[config.mk]
export PLATFORM = sky130hd
export DESIGN_NAME = int_to_rec_fn_iter_flat
export DESIGN_NICKNAME = d
export VERILOG_FILES = /design/src/rtl/int_to_rec_fn_iter_pkg.sv /design/src/rtl/int_to_rec_fn_iter_if.sv /design/src/rtl/int_to_rec_fn_iter_round_pack.sv /design/src/rtl/int_to_rec_fn_iter.sv /design/src/flat_wrapper.sv
export SDC_FILE = /design/constraint.sdc
export NUM_CORES = 1
export LEC_CHECK = 0
export CAP_MARGIN = 20
export CORE_ASPECT_RATIO = 1.75
export CORE_MARGIN = 2
export CORE_UTILIZATION = 58
export DETAILED_ROUTE_END_ITERATION = 8
export PLACE_DENSITY = 0.83
export SYNTH_ARGS = -nofsm -noshare
export SYNTH_HDL_FRONTEND = slang
export SYNTH_SLANG_ARGS = --single-unit
[constraint.sdc]
create_clock -name clock -period 10.94 [get_ports clock]
set_input_delay 1.094 -clock clock [delete_from_list [all_inputs] [get_ports clock]]
set_output_delay 1.094 -clock clock [all_outputs]
set_load 0.01 [all_outputs]
[src/rtl/int_to_rec_fn_iter_pkg.sv]
// Shared constants, FSM state enum and leading-zero helper for the iterative
// integer to recoded-double converter.
package int_to_rec_fn_pkg;

    localparam int INT_W        = 64;
    localparam int SIG_W        = 53;
    localparam int REC_W        = 65;
    localparam int REC_EXP_BIAS = 2048;

    localparam logic [2:0] RM_NEAR_EVEN   = 3'd0;
    localparam logic [2:0] RM_MIN_MAG     = 3'd1;
    localparam logic [2:0] RM_MIN         = 3'd2;
    localparam logic [2:0] RM_MAX         = 3'd3;
    localparam logic [2:0] RM_NEAR_MAXMAG = 3'd4;
    localparam logic [2:0] RM_ODD         = 3'd6;

    typedef enum logic [1:0] {
        IDLE  = 2'd0,
        NORM  = 2'd1,
        ROUND = 2'd2,
        DONE  = 2'd3
    } state_t;

    // Zero maps to 63 so a zero operand simply stays zero after shifting.
    function automatic logic [5:0] lzc64(input logic [INT_W-1:0] v);
        lzc64 = 6'd63;
        for (int i = 0; i < INT_W; i++) begin
            if (v[i]) lzc64 = 6'(63 - i);
        end
    endfunction

endpackage

[src/rtl/int_to_rec_fn_iter_if.sv]
// Request/response handshake bundle between a requester (master) and the
// converter (slave).
interface int_to_rec_fn_iter_if import int_to_rec_fn_pkg::*; ();

    logic             io_in_valid;
    logic             io_in_ready;
    logic [INT_W-1:0] io_in_bits_in;
    logic             io_in_bits_signedIn;
    logic [2:0]       io_in_bits_roundingMode;
    logic             io_out_valid;
    logic             io_out_ready;
    logic [REC_W-1:0] io_out_bits_out;
    logic [4:0]       io_out_bits_exceptionFlags;

    modport master (
        output io_in_valid, io_in_bits_in, io_in_bits_signedIn, io_in_bits_roundingMode,
        output io_out_ready,
        input  io_in_ready, io_out_valid, io_out_bits_out, io_out_bits_exceptionFlags
    );

    modport slave (
        input  io_in_valid, io_in_bits_in, io_in_bits_signedIn, io_in_bits_roundingMode,
        input  io_out_ready,
        output io_in_ready, io_out_valid, io_out_bits_out, io_out_bits_exceptionFlags
    );

endinterface

[src/rtl/int_to_rec_fn_iter_round_pack.sv]
// Combinational rounding of a normalized 64-bit magnitude to 53 bits and
// packing into the 65-bit recoded double format.
module rec_fn_round_pack
    import int_to_rec_fn_pkg::*;
(
    input  logic [INT_W-1:0] norm,
    input  logic [5:0]       shiftCount,
    input  logic             sign,
    input  logic [2:0]       roundingMode,
    output logic [REC_W-1:0] recOut,
    output logic [4:0]       exceptionFlags
);

    logic              guardBit;
    logic              stickyBit;
    logic              inexact;
    logic              roundUp;
    logic [SIG_W-1:0]  fracSum;
    logic              carryOut;
    logic [SIG_W-2:0]  fracOut;
    logic [11:0]       expOut;

    // The hidden bit is norm[63]; adding to the fraction alone and taking its
    // carry is the same as carrying out of the full 53-bit significand.
    always_comb begin
        guardBit  = norm[10];
        stickyBit = |norm[9:0];
        inexact   = guardBit | stickyBit;

        case (roundingMode)
            RM_NEAR_EVEN:   roundUp = guardBit & (stickyBit | norm[11]);
            RM_MIN_MAG:     roundUp = 1'b0;
            RM_MIN:         roundUp = inexact & sign;
            RM_MAX:         roundUp = inexact & ~sign;
            RM_NEAR_MAXMAG: roundUp = guardBit;
            RM_ODD:         roundUp = 1'b0;
            default:        roundUp = guardBit & (stickyBit | norm[11]);
        endcase

        fracSum  = {1'b0, norm[62:11]} + {{(SIG_W-1){1'b0}}, roundUp};
        carryOut = fracSum[SIG_W-1];
        fracOut  = fracSum[SIG_W-2:0];
        if (roundingMode == RM_ODD) fracOut[0] = fracOut[0] | inexact;

        expOut = 12'(REC_EXP_BIAS + 63) - 12'(shiftCount) + 12'(carryOut);
        if (!norm[63]) begin
            expOut  = '0;
            fracOut = '0;
        end

        recOut         = {sign & norm[63], expOut, fracOut};
        exceptionFlags = {4'b0000, inexact};
    end

endmodule

[src/rtl/int_to_rec_fn_iter.sv]
// Multi-cycle 64-bit integer to recoded double converter.
// Define INT_TO_REC_FN_ITER_FAST_EN for single-edge normalization.
//
// state | meaning
// IDLE  | waiting for a request, io_in_ready high
// NORM  | left-normalizing the captured magnitude
// ROUND | rounding and registering the result
// DONE  | result valid, waiting for io_out_ready
module int_to_rec_fn_iter
    import int_to_rec_fn_pkg::*;
(
    input  logic           clock,
    input  logic           reset,
    int_to_rec_fn_iter_if.slave io
);

    localparam logic [1:0] stIdle  = IDLE;
    localparam logic [1:0] stNorm  = NORM;
    localparam logic [1:0] stRound = ROUND;
    localparam logic [1:0] stDone  = DONE;

    logic [1:0]       state;
    logic [INT_W-1:0] normReg;
    logic [5:0]       shiftCount;
    logic             signReg;
    logic [2:0]       rmReg;
    logic [REC_W-1:0] recNext;
    logic [4:0]       flagsNext;

`ifndef INT_TO_REC_FN_ITER_FAST_EN
    logic [2:0] stage;
    logic [5:0] stageK;
    logic       stageHit;

    // Stage k tests whether the top k bits are all zero.
    assign stageK   = 6'd32 >> stage;
    assign stageHit = (normReg >> (7'd64 - {1'b0, stageK})) == '0;
`endif

    assign io.io_in_ready  = (state == stIdle) & ~reset;
    assign io.io_out_valid = (state == stDone);

    rec_fn_round_pack roundPack (
        .norm           (normReg),
        .shiftCount     (shiftCount),
        .sign           (signReg),
        .roundingMode   (rmReg),
        .recOut         (recNext),
        .exceptionFlags (flagsNext)
    );

    always_ff @(posedge clock) begin
        if (reset) begin
            state                         <= stIdle;
            normReg                       <= '0;
            shiftCount                    <= '0;
            signReg                       <= 1'b0;
            rmReg                         <= '0;
            io.io_out_bits_out            <= '0;
            io.io_out_bits_exceptionFlags <= '0;
`ifndef INT_TO_REC_FN_ITER_FAST_EN
            stage                         <= '0;
`endif
        end else begin
            case (state)
                stIdle: begin
                    if (io.io_in_valid) begin
                        signReg    <= io.io_in_bits_signedIn & io.io_in_bits_in[INT_W-1];
                        normReg    <= (io.io_in_bits_signedIn & io.io_in_bits_in[INT_W-1])
                                      ? (~io.io_in_bits_in + 64'd1) : io.io_in_bits_in;
                        rmReg      <= io.io_in_bits_roundingMode;
                        shiftCount <= '0;
`ifndef INT_TO_REC_FN_ITER_FAST_EN
                        stage      <= '0;
`endif
                        state      <= stNorm;
                    end
                end
                stNorm: begin
`ifdef INT_TO_REC_FN_ITER_FAST_EN
                    normReg    <= normReg << lzc64(normReg);
                    shiftCount <= lzc64(normReg);
                    state      <= stRound;
`else
                    if (stageHit) begin
                        normReg    <= normReg << stageK;
                        shiftCount <= shiftCount + stageK;
                    end
                    stage <= stage + 3'd1;
                    if (stage == 3'd5) state <= stRound;
`endif
                end
                stRound: begin
                    io.io_out_bits_out            <= recNext;
                    io.io_out_bits_exceptionFlags <= flagsNext;
                    state                         <= stDone;
                end
                stDone: begin
                    if (io.io_out_ready) state <= stIdle;
                end
                default: state <= stIdle;
            endcase
        end
    end

endmodule

[src/flat_wrapper.sv]
// flat-port wrapper written by rule: the top's interface ports become plain ports
module int_to_rec_fn_iter_flat import int_to_rec_fn_pkg::*;
  (clock, reset, io_io_in_valid, io_io_in_bits_in, io_io_in_bits_signedIn, io_io_in_bits_roundingMode, io_io_out_ready, io_io_in_ready, io_io_out_valid, io_io_out_bits_out, io_io_out_bits_exceptionFlags);
  int_to_rec_fn_iter_if io_i ();
  input  logic clock;
  input  logic reset;
  input wire logic [$bits(io_i.io_in_valid)-1:0] io_io_in_valid;
  input wire logic [$bits(io_i.io_in_bits_in)-1:0] io_io_in_bits_in;
  input wire logic [$bits(io_i.io_in_bits_signedIn)-1:0] io_io_in_bits_signedIn;
  input wire logic [$bits(io_i.io_in_bits_roundingMode)-1:0] io_io_in_bits_roundingMode;
  input wire logic [$bits(io_i.io_out_ready)-1:0] io_io_out_ready;
  output wire logic [$bits(io_i.io_in_ready)-1:0] io_io_in_ready;
  output wire logic [$bits(io_i.io_out_valid)-1:0] io_io_out_valid;
  output wire logic [$bits(io_i.io_out_bits_out)-1:0] io_io_out_bits_out;
  output wire logic [$bits(io_i.io_out_bits_exceptionFlags)-1:0] io_io_out_bits_exceptionFlags;
  assign io_i.io_in_valid = io_io_in_valid;
  assign io_i.io_in_bits_in = io_io_in_bits_in;
  assign io_i.io_in_bits_signedIn = io_io_in_bits_signedIn;
  assign io_i.io_in_bits_roundingMode = io_io_in_bits_roundingMode;
  assign io_i.io_out_ready = io_io_out_ready;
  assign io_io_in_ready = io_i.io_in_ready;
  assign io_io_out_valid = io_i.io_out_valid;
  assign io_io_out_bits_out = io_i.io_out_bits_out;
  assign io_io_out_bits_exceptionFlags = io_i.io_out_bits_exceptionFlags;
  int_to_rec_fn_iter u_core (.clock(clock), .reset(reset), .io(io_i));
endmodule
==> reports/results.tsv <==
stage	metric	value	unit
timing	tightest_slew	1.10	ns
cts	cts.sinks	141	
synthesis	yosys.area.top_type	dfxtp_1	
place	placedCellCount	2209	
finish	area_delta_synth_final	12.4	%
critical_path	path_buf_inv	4	
timing	finalSetupTns	0	ns
floorplan	dieArea	26800	um2
finish	finish.utilization	65.9	%
power	power_switching	1920	uW
grt	overflow	0	
floorplan	coreArea	25100	um2
critical_path	crit_chain	inv_1, ha_1, nand2_2, ha_2, buf_4, clkinv_1, a21oi_1, o211ai_1, a221oi_1, a41oi_1, a221o_1, nor4_4, and3_1, buf_4, nor2_2, o41ai_1	
cts	clk_path_buf_depth	2	
hold_path	hp-class	reg -> reg	
floorplan	initial_core_util	58.6	%
grt	antenna_found_initial	2	
timing	fmax	140	MHz
cts	cts_resized	0	
place	hpwl	44600	um
grt	grt_pass1_wl	93300	um
cts	h-tree-depth	4	
synthesis	netlist-cell-type-count	84	
power	vdd_drop_max	0.255	mV
finish	drive_gt1_share	9.09	%
critical_path	crit_top_cell	buf_4	
critical_path	start_kind	register	
floorplan	die_x	125	um
finish	mostFrequentLayoutCell	nor2_1	
critical_path	arrival	7.51	ns
cts	postCtsSetupBuffers	0	
detailed_routing	drt-initial-drc-count	2134	
synthesis	avgSynthCellArea	7.66	um2
floorplan	rows	77	
critical_path	slowest_delay	0.89	ns
synthesis	ys_top_cells_by_area	dfxtp_1 (19%), mux4_2 (9.3%), mux2i_1 (7.7%)	
power	switching_share	52.5	%
cts	cts_made_buffers	17	
detailed_routing	vias	16410	
timing	rsz0062_at_grt	no	
critical_path	worstPathRequired	11.29	ns
power	pwr-share-seq	25.7	%
cts	cts_root_buf	clkbuf_16	
synthesis	synth-edff-count	0	
synthesis	synth_area	14700	um2
status	run_status	finished, final reports clean	
synthesis	yosysTopAreaCellShare	19.2	%
power	p_per_area	221	nW/um2
critical_path	cp-end-kind	register	
timing	max-slew-margin-rel	26.0	%
power	p_int	1740	uW
place	place_worst_setup_slack	3.95	ns
power	power_frac_clock	16.0	%
detailed_routing	ant_nets	0	
place	port_buffers	135	
finish	most-common-layout-cells	nor2_1 (179), a21oi_1 (159), nand2_1 (147)	
finish	finalNonFillerCells	2243	
power	power_frac_comb	58.3	%
timing	finClkSkew	0.0137	ns
timing	finalCritPeriodShare	65.5	%
timing	setup_slack	3.78	ns
critical_path	path_max_fanout	74	
cts	cts_tree	done	
synthesis	synth_seq_area_share	19.2	%
detailed_routing	routed_wl	62000	um
critical_path	path_delay_family	buffers and inverters	
timing	slew_viol_final	0	
critical_path	slowest_stage	clkinv_1	
cts	clk-insertion-delay-late	0.46	ns
place	place_congestion	1.03	
cts	clkSlewWorstSetupHoldPaths	0.06	ns
floorplan	pin_count	144	
run	cap_violations	0	
floorplan	die_y	215	um
finish	num-fill-cells	2169	
timing	finalCriticalPeriod	7.16	ns
finish	regArea	2820	um2
grt	grt_start_max_net_pins	75	
timing	finalHoldViolations	0	
power	p_leak	0.00618	uW
finish	layout.nets	2006	
timing	setup_viol	0	
detailed_routing	drt-pass1-iter-count	8	
critical_path	path_class	reg -> reg	
synthesis	async_flop_share	0	%
detailed_routing	drc	0	
grt	first_global_vias	15699	
detailed_routing	wl_per_cell	27.6	um
synthesis	synth_ff_type	dfxtp_1	
synthesis	yosysWarningCount	0	
timing	holdWs	0.440	ns
synthesis	synth_cells	1925	
finish	multi_input_area	10900	um2
detailed_routing	vias_per_cell	7.32	
cts	hold_buffers	0	
synthesis	ys_ff_latch	141	
grt	track_usage	45.1	%
[area by class of cell]
| class | count | share of cell area (%) |
|---|---|---|
| clock buffer | 21 | 2.84 |
| sequential | 141 | 17.0 |
| inverter | 28 | 0.650 |
| multi-input combinational | 1543 | 66.0 |
| timing repair buffer | 183 | 10.4 |
| clock inverter | 10 | 0.627 |
| antenna | 1 | 0.0151 |
| tap | 316 | 2.39 |
[synth_stat cells, drive strengths merged (23+ instances only)]
cell type / count
and3: 35
nor2: 180
xor2: 61
a2111oi: 24
a211oi: 85
mux4: 61
dfxtp: 141
buf: 81
xnor2: 62
a31oi: 23
inv: 25
o21ai: 67
a22oi: 62
mux2i: 113
clkbuf: 139
nand3: 49
nor3: 94
nand2: 149
a21oi: 160
o211ai: 28
[worst paths after layout]
kind	startpoint	end	slack, ns	depth (start not counted)
worst max-delay path	u_core.stage[0]	u_core.shiftCount[0]	3.78	16
worst max register to register	u_core.stage[0]	u_core.shiftCount[0]	3.78	16
worst min-delay path	u_core.shiftCount[0]	u_core.shiftCount[0]	0.44	1
worst min register to register	u_core.shiftCount[0]	u_core.shiftCount[0]	0.44	1
[sequential cells by signal (all words and copies together) (netlist names)]
signal	cells
u_core.shiftCount	6
u_core.normReg	64
u_core.signReg	1
u_core.state	2
u_core.io.io_out_bits_out	61
u_core.stage	3
u_core.io.io_out_bits_exceptionFlags	1
u_core.rmReg	3
[power by group through the flow]
stage	Clock, uW	Sequential (uW)	Combinational, uW
3_3_place_gp	0	907	2020
4_1_cts	587	903	2050
3_5_place_dp	0	914	2040
5_1_grt	610	929	2260
2_1_floorplan	0	684	1570
6_report	588	943	2140
[cells by family (layout without fill, tap and decap cells)]
kind of cell	Yosys count	after routing	synth area share, %
simple gates	624	624	20.3
buf+inv	248	242	7.05
mux	183	183	17.7
fa+ha+maj	20	20	1.75
compound gates	585	585	26.7
xor+xnor	123	123	7.31
other cells	1	9	0.0254
flops	141	141	19.2
[stage by stage]
stage	cell area, um2	total power [uW]
global placement	15900	2930
CTS	16600	3540
floorplan	14800	2250
global route	16600	3800
finish	16600	3670
detailed placement	16000	2960
[routing by layer]
layer  GRT usage [%]  share of wire, %
met1            49.0                32
met2            73.3                47
met3            10.7                10
met4            38.6                11
met5            1.10             0.071
(Power assumes the default switching activity.)
